===== config.mk =====
export PLATFORM = sky130hd
export DESIGN_NAME = axi_read_burst_splitter
export DESIGN_NICKNAME = d
export VERILOG_FILES = /design/src/rtl/axi_read_pkg.sv /design/src/rtl/axi_read_burst_splitter.sv
export SDC_FILE = /design/constraint.sdc
export NUM_CORES = 1
export LEC_CHECK = 0
export ABC_AREA = 1
export BUFFER_PORTS_ARGS = -buffer_cell sky130_fd_sc_hd__clkbuf_2
export CORE_MARGIN = 5
export CORE_UTILIZATION = 32
export CTS_CLUSTER_DIAMETER = 200
export DETAILED_ROUTE_END_ITERATION = 8
export GPL_ROUTABILITY_DRIVEN = 0
export PLACE_DENSITY = 0.54
export SKIP_CTS_REPAIR_TIMING = 1
export SLEW_MARGIN = 20
export SYNTH_ARGS = -nofsm -noshare
export SYNTH_HDL_FRONTEND = slang
export SYNTH_SLANG_ARGS = --single-unit

===== constraint.sdc =====
create_clock -name CLK -period 4.82 [get_ports CLK]
set_clock_uncertainty 0.15 [all_clocks]
set_input_delay 0.241 -clock CLK [delete_from_list [all_inputs] [get_ports CLK]]
set_output_delay 0.241 -clock CLK [all_outputs]
set_load 0.01 [all_outputs]

===== src/rtl/axi_read_pkg.sv =====
// Shared AXI read-side definitions: splitter FSM encoding, 4 KB page size, burst type, beat-size helper.
// Latency: n/a (package only).
// Backpressure: n/a (package only).
package axi_read_pkg;

    // AXI forbids a burst from crossing a 4 KB page
    localparam int unsigned AXI_4K_BYTES = 4096;

    // ARBURST encoding for incrementing bursts
    localparam logic [1:0] ARBURST_INCR = 2'b01;

    // Splitter control states
    typedef enum logic [1:0] {
        ST_IDLE  = 2'd0,
        ST_CALC  = 2'd1,
        ST_ISSUE = 2'd2
    } split_state_e;

    // log2 of the bytes-per-beat value; also gives the ARSIZE encoding
    function automatic int unsigned beat_shift(input int unsigned bpb);
        int unsigned s;
        s = 0;
        while ((32'd1 << s) < bpb) begin
            s = s + 1;
        end
        return s;
    endfunction

endpackage


===== src/rtl/axi_read_burst_splitter.sv =====
// Splits one linear read request into AXI INCR bursts (<= MAX_BURST_BEATS, never crossing 4 KB).
// Latency: first command two cycles after accept; one command per two cycles thereafter.
// Backpressure: command fields held stable while cmd_ready is low; no new request accepted while busy.
module axi_read_burst_splitter
    import axi_read_pkg::*;
#(
    parameter int C_AXI_ADDR_WIDTH  = 32,
    parameter int C_AXI_DATA_WIDTH  = 128,
    parameter int MAX_BURST_BEATS   = 256,
    parameter int C_REQ_BEATS_WIDTH = 24
) (
    input  logic                         CLK,
    input  logic                         RST,
    input  logic                         req_valid,
    output logic                         req_ready,
    input  logic [C_AXI_ADDR_WIDTH-1:0]  req_addr,
    input  logic [C_REQ_BEATS_WIDTH-1:0] req_beats,
    output logic                         cmd_valid,
    input  logic                         cmd_ready,
    output logic [C_AXI_ADDR_WIDTH-1:0]  cmd_addr,
    output logic [7:0]                   cmd_len,
    output logic                         cmd_last,
    output logic                         busy,
    output logic                         done
);

    localparam int unsigned BPB      = C_AXI_DATA_WIDTH / 8;
    localparam int unsigned LOG2_BPB = beat_shift(BPB);

    // Clears the sub-beat address bits so every burst starts beat-aligned
    localparam logic [C_AXI_ADDR_WIDTH-1:0] ALIGN_MASK = ~(C_AXI_ADDR_WIDTH'(BPB - 1));
    localparam logic [12:0]                 PAGE_BYTES = 13'(AXI_4K_BYTES);
    localparam logic [12:0]                 MAX_LIM    = 13'(MAX_BURST_BEATS);

    split_state_e                 state_q,     state_d;
    logic [C_AXI_ADDR_WIDTH-1:0]  cur_addr_q,  cur_addr_d;
    logic [C_REQ_BEATS_WIDTH-1:0] rem_q,       rem_d;
    logic [8:0]                   burst_q,     burst_d;
    logic                         cmd_valid_q, cmd_valid_d;
    logic [C_AXI_ADDR_WIDTH-1:0]  cmd_addr_q,  cmd_addr_d;
    logic [7:0]                   cmd_len_q,   cmd_len_d;
    logic                         cmd_last_q,  cmd_last_d;
    logic                         done_q,      done_d;

    logic [12:0] to_bnd;
    logic [12:0] lim;
    logic [8:0]  burst_calc;

    // Burst size: smallest of remaining beats, the burst cap and beats left in the current 4 KB page
    always_comb begin
        to_bnd     = (PAGE_BYTES - {1'b0, cur_addr_q[11:0]}) >> LOG2_BPB;
        lim        = (to_bnd < MAX_LIM) ? to_bnd : MAX_LIM;
        burst_calc = (32'(rem_q) < 32'(lim)) ? 9'(rem_q) : 9'(lim);
    end

    // Next-state and command register updates
    always_comb begin
        state_d     = state_q;
        cur_addr_d  = cur_addr_q;
        rem_d       = rem_q;
        burst_d     = burst_q;
        cmd_valid_d = cmd_valid_q;
        cmd_addr_d  = cmd_addr_q;
        cmd_len_d   = cmd_len_q;
        cmd_last_d  = cmd_last_q;
        done_d      = 1'b0;

        case (state_q)
            ST_IDLE: begin
                if (req_valid) begin
                    cur_addr_d = req_addr & ALIGN_MASK;
                    rem_d      = req_beats;
                    if (req_beats == '0) begin
                        // Zero-length request completes immediately without a command
                        done_d = 1'b1;
                    end else begin
                        state_d = ST_CALC;
                    end
                end
            end

            ST_CALC: begin
                burst_d     = burst_calc;
                cmd_addr_d  = cur_addr_q;
                cmd_len_d   = 8'(burst_calc - 9'd1);
                cmd_last_d  = (32'(burst_calc) == 32'(rem_q));
                cmd_valid_d = 1'b1;
                state_d     = ST_ISSUE;
            end

            ST_ISSUE: begin
                if (cmd_ready) begin
                    cmd_valid_d = 1'b0;
                    // Address advance wraps modulo the address width
                    cur_addr_d  = cur_addr_q + (C_AXI_ADDR_WIDTH'(burst_q) << LOG2_BPB);
                    rem_d       = rem_q - C_REQ_BEATS_WIDTH'(burst_q);
                    if (cmd_last_q) begin
                        done_d  = 1'b1;
                        state_d = ST_IDLE;
                    end else begin
                        state_d = ST_CALC;
                    end
                end
            end

            default: begin
                state_d     = ST_IDLE;
                cmd_valid_d = 1'b0;
            end
        endcase
    end

    // State registers with synchronous reset; reset abandons any in-flight request
    always_ff @(posedge CLK) begin
        if (RST) begin
            state_q     <= ST_IDLE;
            cur_addr_q  <= '0;
            rem_q       <= '0;
            burst_q     <= '0;
            cmd_valid_q <= 1'b0;
            cmd_addr_q  <= '0;
            cmd_len_q   <= '0;
            cmd_last_q  <= 1'b0;
            done_q      <= 1'b0;
        end else begin
            state_q     <= state_d;
            cur_addr_q  <= cur_addr_d;
            rem_q       <= rem_d;
            burst_q     <= burst_d;
            cmd_valid_q <= cmd_valid_d;
            cmd_addr_q  <= cmd_addr_d;
            cmd_len_q   <= cmd_len_d;
            cmd_last_q  <= cmd_last_d;
            done_q      <= done_d;
        end
    end

    assign req_ready = (state_q == ST_IDLE);
    assign busy      = (state_q != ST_IDLE);
    assign cmd_valid = cmd_valid_q;
    assign cmd_addr  = cmd_addr_q;
    assign cmd_len   = cmd_len_q;
    assign cmd_last  = cmd_last_q;
    assign done      = done_q;

endmodule


Word-level counts from Yosys, hierarchy flattened --
Cells that the tools add are included.
Storage, ports and cells: word-level logic and storage cells 49, register bits after elaboration 110, output and inout bits 45
Cells by class: mux-type cells 20, add/subtract/negate cells 4, bitwise logic cells 1, equality and inequality tests 6, reduce and logical (&&, ||, !) cells 7, magnitude comparators 2
Operators by type and width (number):
- two-way mux 32 bit | 2
- one-hot mux 32 bit (2 select lines) | 1
- two-way mux 24 bit | 2
- one-hot mux 24 bit (2 select lines) | 1
- adder 32 x 13 -> 32 bit | 1
- == test 9 x 24 -> 1 bit | 1
- zero test 24 bit | 1
- less-than comparator 24 x 9 -> 1 bit | 1
- subtractor 24 x 9 -> 24 bit | 1
- two-way mux 9 bit | 2
- subtractor 13 x 12 -> 13 bit (first input constant) | 1
- less-than comparator 9 bit (second input constant) | 1
- subtractor 8 x 1 -> 8 bit (second input constant) | 1
- two-way mux 1 bit | 6
- two-way mux 2 bit | 3
- inequality test 2 bit (second input constant) | 3
- one-hot mux 2 bit (3 select lines) | 1
- AND reduction 3 bit | 2
- nonzero test 2 bit | 2
- one-hot mux 1 bit (3 select lines) | 1
- == test 2 x 1 -> 1 bit (second input constant) | 1
- == test 2 bit (second input constant) | 1
- zero test 2 bit | 1
- one-hot mux 1 bit (2 select lines) | 1
- other kinds (2) | 2

Depth between registers and ports, before layout --
Gate-level depths: netlist of run 1.
depth after elaboration 6, depth in mapped cells 26

Worst setup path before layout of run 1 --
No wires, ideal clock.
path type reg-to-reg, from register cur_addr_q[4], to register cmd_last_q, in the netlist cmd_last, setup slack 1806 ps, arrival time 2796 ps, data required time 4603 ps, stages on the path, launching flop included 26, clock period less this slack 3014 ps, path through dfxtp_1 -> inv_1 -> ha_1 -> nand2_1 -> nor2_2 -> nand2_4 -> inv_1 -> nor2_1 -> nor3_1 -> nor2_1 -> inv_1 -> ha_1 -> nand2_1 -> nor2_1 -> a211oi_1 -> nand2_2 -> nand2_4 -> nand2_4 -> buf_6 -> nand3_1 -> nand2_1 -> nor2_1 -> nand2_1 -> nor2_1 -> nand2_1 -> a21oi_2
On the way: longest elaborated chain between the ends 6
RTL lines:
- start: declaration | line axi_read_burst_splitter.sv:36 | logic [C_AXI_ADDR_WIDTH-1:0] cur_addr_q, cur_addr_d;
- start signal: assignment | line axi_read_burst_splitter.sv:127 | cur_addr_q <= cur_addr_d;
- subtractor 13 x 12 -> 13 bit * | line axi_read_burst_splitter.sv:51 | to_bnd = (PAGE_BYTES - {1'b0, cur_addr_q[11:0]}) >> LOG2_BPB;
- less-than comparator 9 bit | line axi_read_burst_splitter.sv:52 | lim = (to_bnd < MAX_LIM) ? to_bnd : MAX_LIM;
- two-way mux 9 bit * | line axi_read_burst_splitter.sv:52
- less-than comparator 24 x 9 -> 1 bit | line axi_read_burst_splitter.sv:53 | burst_calc = (32'(rem_q) < 32'(lim)) ? 9'(rem_q) : 9'(lim);
- two-way mux 9 bit * | line axi_read_burst_splitter.sv:53
- == test 9 x 24 -> 1 bit * | line axi_read_burst_splitter.sv:86 | cmd_last_d = (32'(burst_calc) == 32'(rem_q));
- end signal: assignment | line axi_read_burst_splitter.sv:133 | cmd_last_q <= cmd_last_d;
- end: declaration | line axi_read_burst_splitter.sv:42 | logic cmd_last_q, cmd_last_d;
Every way passes the cells marked *; elsewhere a longest branch is shown, timed or not. A chain may end at the register's enable or synchronous reset.

Final worst setup path of run 1 --
from register cur_addr_q[4], to register cmd_len_q[2], in the netlist cmd_len[2]
On the way: longest elaborated chain between the ends 6
RTL lines:
- subtractor 13 x 12 -> 13 bit * | line axi_read_burst_splitter.sv:51
- less-than comparator 9 bit | line axi_read_burst_splitter.sv:52
- two-way mux 9 bit * | line axi_read_burst_splitter.sv:52
- less-than comparator 24 x 9 -> 1 bit | line axi_read_burst_splitter.sv:53
- two-way mux 9 bit * | line axi_read_burst_splitter.sv:53
- subtractor 8 x 1 -> 8 bit * | line axi_read_burst_splitter.sv:85 | cmd_len_d = 8'(burst_calc - 9'd1);
- end signal: assignment | line axi_read_burst_splitter.sv:132 | cmd_len_q <= cmd_len_d;
- end: declaration | line axi_read_burst_splitter.sv:41 | logic [7:0] cmd_len_q, cmd_len_d;
Marks and branches as above.

==> results by group, run 1 <==
Final layout
  – Number of nets at the end of the flow: 1173
  – Diode insertion count for antenna repair: 0
  – Area overhead of the layout relative to synthesis: 14.71%
  – Share of post-route cells with drive strength above 1: 14.34%
  – Number of inserted filler cells in the final layout: 2272
  – Final cell count without fillers: 1358

Status
  – Run status: complete, no violations

Synth
  – Most repeated cell in the gate-level netlist after synthesis: nand2_1
  – Count of mapped cells out of synthesis: 1012
  – Mean post-synth cell area: 6.545 µm²
  – Number of distinct library cell variants in the gate-level netlist after synthesis: 42
  – Dominant combinational cell family by area after synthesis: simple AND/OR/NAND/NOR gates
  – Adder-Cell Fraction of Synth Area: 5.893%
  – Post-synthesis sequential area ratio: 30.83%
  – Largest cells by area after synthesis: dfxtp_1, nand2_1, a21oi_1
  – Area of the mapped netlist: 6624 µm²
  – Commonest register cell after synthesis: dfxtp_1
  – Proportion of synthesized flip-flops having asynchronous set or reset: 0%
  – XOR/XNOR share of the synthesized area: 2.909%
  – Top-area cell type share of the netlist area: 30.83%
  – Fraction of the mapped netlist area in simple logic gates: 28.35%
  – Synthesized-area fraction occupied by ao, oa, aoi and oai cells: 21.40%
  – Post-synthesis sequential element count: 102
  – Total number of yosys warnings: 0
  – Share of cell area taken by muxes after synthesis: 0%
  – Count of flip-flops with a built-in enable after synthesis: 0
  – Most instantiated cells after synthesis: nand2_1, inv_1, nor2_1, a21oi_1, dfxtp_1
  – Cell type with the highest aggregate area in the netlist: dfxtp_1

Floorplanning
  – # IOs: 105
  – Core region area: 20300 µm²
  – Die Footprint: 23680 µm²
  – Std cell rows: 52
  – Initial core utilization: 32.63%
  – Die outline width: 153.9 µm
  – Die boundary height: 153.9 µm

Power and ir drop
  – Standby leakage power: 3.415 nW
  – Power per cell area: 389.8 nW/µm²
  – Cell-internal power: 1.742 mW
  – Sequential cell fraction of total power: 36.1%
  – Clk network pwr share: 24.6%
  – Sw Share: 41.18%
  – Max IR drop VDD: 0.1535 mV
  – Comb pwr share: 39.4%
  – Overall power of the completed layout: 2.962 mW
  – Switching pwr: 1.220 mW

Routing
  – Detailed-route wire length: 20560 µm
  – Remaining antenna violation count after routing: 0
  – Vias per std cell: 4.929
  – DRT Pass-1 Iters: 5
  – DRC violation total after the first TritonRoute iteration: 447
  – Post-route DRC violation count: 0
  – Total vias in the final route: 6693
  – Routed length per placed instance: 15.14 µm

Timing
  – Portion of the clock cycle consumed by the worst path in the final layout: 74.31%
  – Setup tns final: 0 ns
  – Maximum achievable frequency: 279.2 MHz
  – Hold Violations, Final: 0
  – Unrepaired setup endpoints after global routing: false
  – Final slew viol count: 0
  – Final min period: 3.582 ns
  – Normalized max-slew margin: 41.95%
  – Slew of the pin with the lowest slew margin: 0.8707 ns
  – Number of endpoints failing setup at the final stage: 0

Clocking
  – Number of sinks driven by the clock tree: 102
  – TritonCTS clock tree: done
  – Maximum level of the CTS H-tree: 3
  – Bufs on Longest Clock Path: 2
  – TritonCTS Buffers: 9
  – Clock transition time at the flip-flop clock pins of the worst setup and hold paths: 0.08 ns
  – Clock root buffer master: clkbuf_16
  – Latest clock arrival within the worst-skew pair: 0.36 ns

Global routing
  – All-Layer GR Usage: 17.11%
  – Global-route layer with the greatest usage: met2
  – Number of antenna violations at the first check in global routing: 0
  – Met3 global-route usage: 3.485%
  – Wire length of the first global-routing pass: 32830 µm
  – Largest net degree at the start of global routing: 67
  – Fraction of met2 tracks used by global routing: 26.40%
  – Remaining global-route overflow: 0
  – Met1 track demand over resource in global routing: 24.79%
  – Via count of the first global-routing pass: 6198

Setup path
  – Critical Path Fanout Max: 27
  – Kind of start point of the critical path: flip-flop
  – Class of the most critical setup path: flip-flop to flip-flop
  – Cell depth of the worst flop-to-flop path: 25
  – Capturing point of the worst reg2reg path: cmd_len[2]
  – Category of the worst setup path capture point: flip-flop
  – Data arrival time at the worst-slack endpoint: 3.68 ns
  – Worst reg2reg path startpoint: cur_addr_q[4]
  – Reg2Reg Setup Slack: 1.24 ns
  – Required arrival time at the worst endpoint: 4.91 ns

Placed design
  – I/O Buffers: 96
  – Placed insts: 1341
  – Detailed placement HPWL: 15350 µm

Worst hold path
  – Hold endpoint: rem_q[2]
  – Worst hold path class: primary input to flip-flop
  – Hold_sp: req_beats[2]
  – WHS Path Cells: 3

Run
  – Total of max-cap violations: 0
## worst max-delay path by stage
stage                  startpoint         end  cells after the start
floorplan           cur_addr_q[4]    cmd_last                     25
global placement    cur_addr_q[4]    cmd_last                     23
detailed placement  cur_addr_q[4]    cmd_last                     23
CTS                 cur_addr_q[4]    cmd_last                     23
global route        cur_addr_q[4]  cmd_len[3]                     25
finish              cur_addr_q[4]  cmd_len[2]                     25
## registers in the layout, summed over array words and instances (netlist names)
signal and cells:
cmd_addr 28, cur_addr_q 28, rem_q 24, burst_q 9
cmd_len 8, state_q 2, cmd_last 1, cmd_valid 1
done 1
## power groups by stage
| stage | Combinational [mW] | Sequential, mW | Clock, mW |
|---|---|---|---|
| 6_report | 1.17 | 1.07 | 0.728 |
| 5_1_grt | 1.34 | 1.09 | 0.783 |
| 4_1_cts | 1.17 | 1.07 | 0.753 |
| 3_5_place_dp | 1.17 | 1.09 | 0 |
| 3_3_place_gp | 1.16 | 1.09 | 0 |
| 2_1_floorplan | 0.864 | 1.07 | 0 |
## per-layer routing
layer	part of all wire (%)	up-vias
met4	1.1	0
met1	50	3007
met2	44	178
met5	0	-
met3	5.4	14
li1	-	3494
## final cells by class
class	count	area, µm²	share of cell area, %
multi-input combinational	736	3900	51.33
sequential	102	2042	26.87
timing repair buffer	104	543.0	7.146
clock inverter	4	30.03	0.3952
tap	270	337.8	4.446
clock buffer	12	256.5	3.376
inverter	130	489.2	6.438
## critical path, stage by stage (launching register included)
cell and delay, ns:
dfxtp_1 0.43, inv_1 0.13, ha_1 0.21, nand2_1 0.07
nor2_2 0.05, nand2_4 0.11, inv_1 0.10, nor2_1 0.14
nor3_1 0.06, nor2_1 0.15, inv_1 0.10, ha_1 0.29
nand2_1 0.09, nor2_1 0.05, a211oi_1 0.22, nand2_2 0.10
nand2_4 0.12, nand2_4 0.18, nand2_1 0.11, nand2_1 0.08
inv_1 0.17, nor2_4 0.07, inv_2 0.05, nand3_1 0.06
o211ai_1 0.11, inv_1 0.05
## cell families (layout without fill, tap and decap cells)
group	count (synthesis)	count (layout)
fa+ha+maj	30	30
xor+xnor	22	22
compound gates	254	254
buf+inv	177	250
simple gates	426	426
flops	102	102
other cells	1	4
## cell usage in the layout, fill, tap and decap left out, drive strengths merged, types with 3 or more instances in the layout
cell type / instances
a211oi: 9
o211ai: 17
xor2: 17
buf: 7
inv: 129
or2: 4
nor3: 18
o21ai: 90
nand3: 67
o221ai: 7
ha: 28
o22ai: 8
nand2: 189
a21oi: 112
a31oi: 4
nand4: 11
nor2: 125
clkinv: 4
conb: 4
xnor2: 5
o31ai: 3
nor4: 6
clkbuf: 108
nand3b: 5
dfxtp: 102
## stage by stage
stage	worst slack, ns	hold WS, ns	utilization (%)	instance area (µm²)
finish	1.238	0.01489	37.43	7599
global route	0.7799	0.02184	37.43	7599
CTS	1.217	-0.02572	37.38	7587
detailed placement	1.261	0.3112	35.97	7301
global placement	1.276	0.3123	35.97	7301
floorplan	1.806	0.2520	-	6635
No activity file was read; power rests on OpenSTA's default activity.
==> run 2, diff against run 1 <==
PLACE_DENSITY = 0.56   (was 0.54)
clock period = 3.1 ns   (was 4.82 ns; I/O delays follow)
==> run 2 against run 1 <==
The run now ends with hold timing, setup timing left. Wire length is 3.8% higher. Cell count rose by 5.0%. Global-route usage up 0.32 points. Cell area grew 9.9%. Die area stayed put. Power grew 69%. Critical path depth up 2. Worst hold slack got worse by 0.060 ns. Non-clock buffer count up 67. Sequential share of layout area down 2.4 points. Via count grew 3.9%.
==> results by group, run 2 (synthesis gave the netlist of run 1 again) <==
Timing
  – Final min period: 3.121 ns (-0.4610 ns)
  – Setup tns final: -0.04648 ns (-0.04648 ns)
  – Maximum achievable frequency: 320.4 MHz (+15%)
  – Unrepaired setup endpoints after global routing: true
  – Hold Violations, Final: 2 (+2)
  – Slew of the pin with the lowest slew margin: 0.7220 ns (-0.1487 ns)
  – Setup WS post-layout: -0.02067 ns (-1.259 ns)
  – Final slew viol count: 0 (unchanged)
  – Number of endpoints failing setup at the final stage: 3 (+3)
  – Portion of the clock cycle consumed by the worst path in the final layout: 100.7% (+26 points)
  – Worst hold margin: -0.04549 ns (-0.06038 ns)
  – Normalized max-slew margin: 51.87% (+9.9 points)

Floorplanning
  – Std cell rows: 52 (unchanged)
  – Die boundary height: 153.9 µm (unchanged)
  – # IOs: 105 (unchanged)
  – Die Footprint: 23680 µm² (unchanged)
  – Initial core utilization: 32.63% (unchanged)
  – Core region area: 20300 µm² (unchanged)
  – Die outline width: 153.9 µm (unchanged)

Power and ir drop
  – Max IR drop VDD: 0.2660 mV (+73%)
  – Switching pwr: 2.059 mW (+69%)
  – Sw Share: 41.08% (-0.11 points)
  – Comb pwr share: 44.1% (+4.7 points)
  – Standby leakage power: 3.756 nW (+10%)
  – Cell-internal power: 2.954 mW (+70%)
  – Clk network pwr share: 23.1% (-1.5 points)
  – Power per cell area: 600.3 nW/µm² (+54%)
  – Sequential cell fraction of total power: 32.8% (-3.3 points)

Routing
  – DRC violation total after the first TritonRoute iteration: 365 (-18%)
  – Vias per std cell: 4.879 (-1.0%)
  – DRT Pass-1 Iters: 5 (unchanged)
  – Post-route DRC violation count: 0 (unchanged)
  – Routed length per placed instance: 14.97 µm (-1.1%)
  – Detailed-route wire length: 21350 µm (+3.8%)
  – Total vias in the final route: 6957 (+3.9%)
  – Remaining antenna violation count after routing: 0 (unchanged)

Worst hold path
  – Worst hold path class: primary input to flip-flop

Setup path
  – Kind of start point of the critical path: flip-flop
  – Class of the most critical setup path: flip-flop to flip-flop
  – Required arrival time at the worst endpoint: 3.21 ns (-1.70 ns)
  – Data arrival time at the worst-slack endpoint: 3.23 ns (-0.45 ns)
  – Critical Path Fanout Max: 6 (-78%)
  – Category of the worst setup path capture point: flip-flop

Clocking
  – Clock root buffer master: clkbuf_16
  – Number of sinks driven by the clock tree: 102 (unchanged)
  – Clock transition time at the flip-flop clock pins of the worst setup and hold paths: 0.08 ns (about the same)
  – TritonCTS clock tree: done
  – Bufs on Longest Clock Path: 2 (unchanged)
  – TritonCTS Buffers: 9 (unchanged)
  – Maximum level of the CTS H-tree: 3 (unchanged)
  – Latest clock arrival within the worst-skew pair: 0.36 ns (about the same)

Placed design
  – I/O Buffers: 96 (unchanged)
  – Detailed placement HPWL: 16080 µm (+4.8%)

Global routing
  – All-Layer GR Usage: 17.43% (+0.32 points)
  – Wire length of the first global-routing pass: 33480 µm (+2.0%)
  – Remaining global-route overflow: 0 (unchanged)
  – Largest net degree at the start of global routing: 62 (-7.5%)
  – Number of antenna violations at the first check in global routing: 0 (unchanged)
  – Via count of the first global-routing pass: 6431 (+3.8%)

Final layout
  – Area overhead of the layout relative to synthesis: 26.09%
  – Commonest non-fill, non-tap cell in the layout: nand2_1
  – Most used cells in the layout excluding fill and tap cells: nand2_1, inv_1, nor2_1
  – Number of nets at the end of the flow: 1241 (+5.8%)
  – Share of post-route cells with drive strength above 1: 20.50% (+6.2 points)
  – Diode insertion count for antenna repair: 0 (unchanged)

Run
  – Total of max-cap violations: 0 (unchanged)

Status
  – Failing checks: hold timing, setup timing
  – Run status: finished, violations left
## run 2: path summary, 6_finish.rpt
kind	startpoint	end	depth (start not counted)	slack [ns]
min	req_beats[5]	rem_q[5]	3	-0.05
max	cur_addr_q[4]	cmd_len[3]	27	-0.02
max reg2reg	cur_addr_q[4]	cmd_len[3]	27	-0.02
min reg2reg	cmd_len[0]	cmd_len[0]	2	0.32
## run 2: power groups by stage
stage | sequential (mW) | clock, mW | combinational [mW]
3_5_place_dp | 1.67 | 0 | 2.04
4_1_cts | 1.64 | 1.19 | 2.05
6_report | 1.65 | 1.16 | 2.21
5_1_grt | 1.67 | 1.23 | 2.49
3_3_place_gp | 1.67 | 0 | 2.02
2_1_floorplan | 1.66 | 0 | 1.34
## run 2: final cells by class
class / count / area [µm²]
inverters: 130 / 488.0
repair buffers: 171 / 1131
flip-flops and latches: 102 / 2044
fillers: 2201 / 11950
clock inverters: 6 / 55.05
well taps: 270 / 337.8
clock buffers: 10 / 239.0
multi-input cells: 737 / 4056
## run 2: stage by stage
stage | area (µm²) | util [%] | total power, mW | worst slack (ns) | cells
2_1_floorplan | 6635 | - | 3.001 | 0.08631 | 1015
3_3_place_gp | 7649 | 37.68 | 3.692 | -0.05334 | 1384
3_5_place_dp | 7649 | 37.68 | 3.706 | -0.1012 | 1384
4_1_cts | 7943 | 39.13 | 4.880 | -0.1343 | 1400
5_1_grt | 8352 | 41.14 | 5.398 | -0.2101 | 1426
6_report | 8352 | 41.14 | 5.014 | -0.02067 | 1426
## run 2: metal layers
layer	GRT usage (%)	up-vias	part of all wire (%)
met2	28.10	137	45
met1	24.09	3163	49
met3	3.457	19	4.5
met4	4.121	0	1.4
li1	-	3638	-
met5	0	-	0
## run 2: worst max-delay path, cell delays in order, from the launching register on
cell     delay (ns)
dfxtp_2        0.36
inv_2          0.07
ha_4           0.16
nand2_4        0.07
nor2_4         0.05
nand2_4        0.06
inv_1          0.05
nor2_2         0.12
nor3_2         0.04
nor2_1         0.15
inv_1          0.11
ha_4           0.29
nand2_2        0.06
buf_4          0.12
nor2_1         0.11
nand2_1        0.08
nand2_2        0.08
nand2_4        0.10
nand2_8        0.09
nand2_1        0.09
nand2_4        0.11
nand2_4        0.08
nor2_4         0.14
inv_2          0.05
nand2_1        0.05
nand3_1        0.06
nand2_1        0.07
inv_1          0.03
==> run 3, diff against run 2 <==
PLACE_DENSITY = 0.54   (was 0.56)
SKIP_CTS_REPAIR_TIMING = not set   (was 1)
clock period = 3.5 ns   (was 3.1 ns; I/O delays follow)
==> run 3 against run 2 <==
The flow now finishes without violations. Flip-flop and latch count did not move. Cell area fell by 5.0%. Power fell by 16%. Register-to-register slack improved by 0.27 ns. Combinational power fell by 23%. Via count fell by 2.6%. Sequential share of layout area rose by 1.3 points. Die area did not move. Global-route usage fell by 0.11 points. Setup slack improved by 0.27 ns. First-iteration DRC count rose by 19%. Critical path type unchanged. Largest cell class unchanged. Largest power group unchanged. Highest routed layer unchanged.
==> results by group, run 3 (synthesis gave the netlist of run 1 again) <==
Clocking
  – Number of sinks driven by the clock tree: 102 (unchanged)
  – Maximum level of the CTS H-tree: 3 (unchanged)
  – Bufs on Longest Clock Path: 2 (unchanged)
  – Clock root buffer master: clkbuf_16
  – TritonCTS Buffers: 9 (unchanged)
  – TritonCTS clock tree: done
  – Number of buffers inserted by post-CTS setup repair: 0
  – Latest clock arrival within the worst-skew pair: 0.36 ns (about the same)
  – Clock transition time at the flip-flop clock pins of the worst setup and hold paths: 0.08 ns (about the same)

Worst hold path
  – WHS Path Cells: 3 (unchanged)
  – Worst hold path class: primary input to flip-flop
  – Hold endpoint: cur_addr_q[12]
  – Hold_sp: req_addr[12]

Final layout
  – Util after Layout: 39.08% (-2.1 points)
  – Commonest non-fill, non-tap cell in the layout: nand2_1
  – Share of post-route cells with drive strength above 1: 15.47% (-5.0 points)
  – Most used cells in the layout excluding fill and tap cells: nand2_1, inv_1, nor2_1
  – Area overhead of the layout relative to synthesis: 19.76%
  – Diode insertion count for antenna repair: 0 (unchanged)
  – Number of nets at the end of the flow: 1203 (-3.1%)

Setup path
  – Critical path's largest stage delay: 0.37 ns (about the same)
  – Class of the most critical setup path: flip-flop to flip-flop
  – Critical Path Fanout Max: 14 (+8)
  – Required arrival time at the worst endpoint: 3.64 ns (+0.43 ns)
  – Data arrival time at the worst-slack endpoint: 3.39 ns (+0.16 ns)
  – Worst reg2reg path startpoint: cur_addr_q[5]
  – Cell depth of the worst flop-to-flop path: 22 (-19%)
  – Critical Path Most Common Cell: nor2_1
  – Sequence of cells on the critical path: inv_1 > ha_1 > nand2_1 > nor2_2 > nand2_4 > inv_2 > nor2_2 > nor3_1 > nor2_1 > inv_1 > ha_1 > nand2_1 > nor2_1 > a211oi_2 > nand2_2 > nand2_8 > nand2_8 > o21ai_1 > nand3_1 > nand2_1 > nor2_1 > nor2_1
  – Category of the worst setup path capture point: flip-flop
  – Capturing point of the worst reg2reg path: cmd_len[7]
  – Reg2Reg Setup Slack: 0.25 ns (+0.27 ns)
  – Slowest stage cell, crit path: dfxtp_2
  – Kind of start point of the critical path: flip-flop

Timing
  – Hold Violations, Final: 0 (-2)
  – Normalized max-slew margin: 35.52% (-16 points)
  – Setup tns final: 0 ns (+0.04648 ns)
  – Final slew viol count: 0 (unchanged)
  – Slew of the pin with the lowest slew margin: 0.9661 ns (+0.2441 ns)
  – Unrepaired setup endpoints after global routing: false
  – Final min period: 3.251 ns (+0.1308 ns)
  – Maximum achievable frequency: 307.6 MHz (-4.0%)
  – Portion of the clock cycle consumed by the worst path in the final layout: 92.90% (-7.8 points)
  – Number of endpoints failing setup at the final stage: 0 (-3)

Routing
  – Routed length per placed instance: 15.13 µm (+1.0%)
  – Total vias in the final route: 6774 (-2.6%)
  – Detailed-route wire length: 21000 µm (-1.6%)
  – DRC violation total after the first TritonRoute iteration: 435 (+19%)
  – Post-route DRC violation count: 0 (unchanged)
  – Remaining antenna violation count after routing: 0 (unchanged)
  – Vias per std cell: 4.880 (about the same)
  – DRT Pass-1 Iters: 5 (unchanged)

Global routing
  – Largest net degree at the start of global routing: 67 (+8.1%)
  – Remaining global-route overflow: 0 (unchanged)
  – Number of antenna violations at the first check in global routing: 0 (unchanged)
  – Via count of the first global-routing pass: 6366 (-1.0%)
  – All-Layer GR Usage: 17.32% (-0.11 points)
  – Wire length of the first global-routing pass: 33310 µm (-0.51%)

Floorplanning
  – Std cell rows: 52 (unchanged)
  – Die outline width: 153.9 µm (unchanged)
  – Die boundary height: 153.9 µm (unchanged)
  – Die Footprint: 23680 µm² (unchanged)
  – Initial core utilization: 32.63% (unchanged)
  – # IOs: 105 (unchanged)
  – Core region area: 20300 µm² (unchanged)

Power and ir drop
  – Power per cell area: 529.3 nW/µm² (-12%)
  – Standby leakage power: 3.550 nW (-5.5%)
  – Max IR drop VDD: 0.2440 mV (-8.3%)

Placed design
  – I/O Buffers: 96 (unchanged)
  – Detailed placement HPWL: 15660 µm (-2.7%)

Run
  – Total of max-cap violations: 0 (unchanged)

Status
  – Run status: complete, no violations
run 3: worst max path at each step:
stage / slack, ns / startpoint / end
floorplan: 0.49 / cur_addr_q[4] / cmd_last
global placement: 0.15 / cur_addr_q[5] / cmd_len[4]
detailed placement: 0.11 / cur_addr_q[5] / cmd_len[4]
CTS: 0.07 / cur_addr_q[5] / cmd_len[4]
global route: 0.0002 / cur_addr_q[4] / cmd_len[4]
finish: 0.25 / cur_addr_q[5] / cmd_len[7]
run 3: final cells by class:
type	count	area, µm²
flip-flops and latches	102	2043
clock buffers	9	225.2
repair buffers	133	815.8
well taps	270	337.8
clock inverters	7	65.06
inverters	130	488.0
fillers	2236	12370
multi-input cells	737	3958
run 3: metal layers:
layer  part of all wire, %  vias to the layer above  global-route usage (%)
met4                   1.9                        0                   4.878
met1                    50                     3040                   24.83
met2                    44                      146                   26.89
li1                      -                     3561                       -
met5                     0                        -                       0
met3                   4.4                       27                   2.867
run 3: power by group:
group	switching (mW)	leakage [nW]	internal (mW)	total [mW]
Combinational	1.09	2.57	0.613	1.70
Clock	0.524	0.140	0.502	1.03
Sequential	0.160	0.841	1.31	1.47
Total	1.77	3.55	2.43	4.20
run 3: through the flow:
stage	instances	area (µm²)	setup slack, ns	hold slack [ns]	power (mW)
floorplan	1015	6635	0.4863	0.1860	2.658
global placement	1348	7353	0.1511	0.2969	3.121
detailed placement	1348	7353	0.1084	0.2890	3.132
CTS	1387	7874	0.06990	0.004444	4.187
global route	1388	7933	0.0001730	0.01990	4.521
finish	1388	7933	0.2485	0.01502	4.199
run 3: timing repair:
item	CTS	global route
endpoints found under the setup margin	0	15
hold buffers	23	0
resized for setup	0	12
endpoints found under the hold margin	22	0
run 3: critical path, delay by kind of cell (launching register included):
kind / cells / cell delay, ns
AO/OA/AOI/OAI: 2 / 0.53
flip-flops: 1 / 0.37
adder cells (fa/ha/maj): 2 / 0.50
buffers and inverters: 3 / 0.27
AND/OR/NAND/NOR: 15 / 1.36
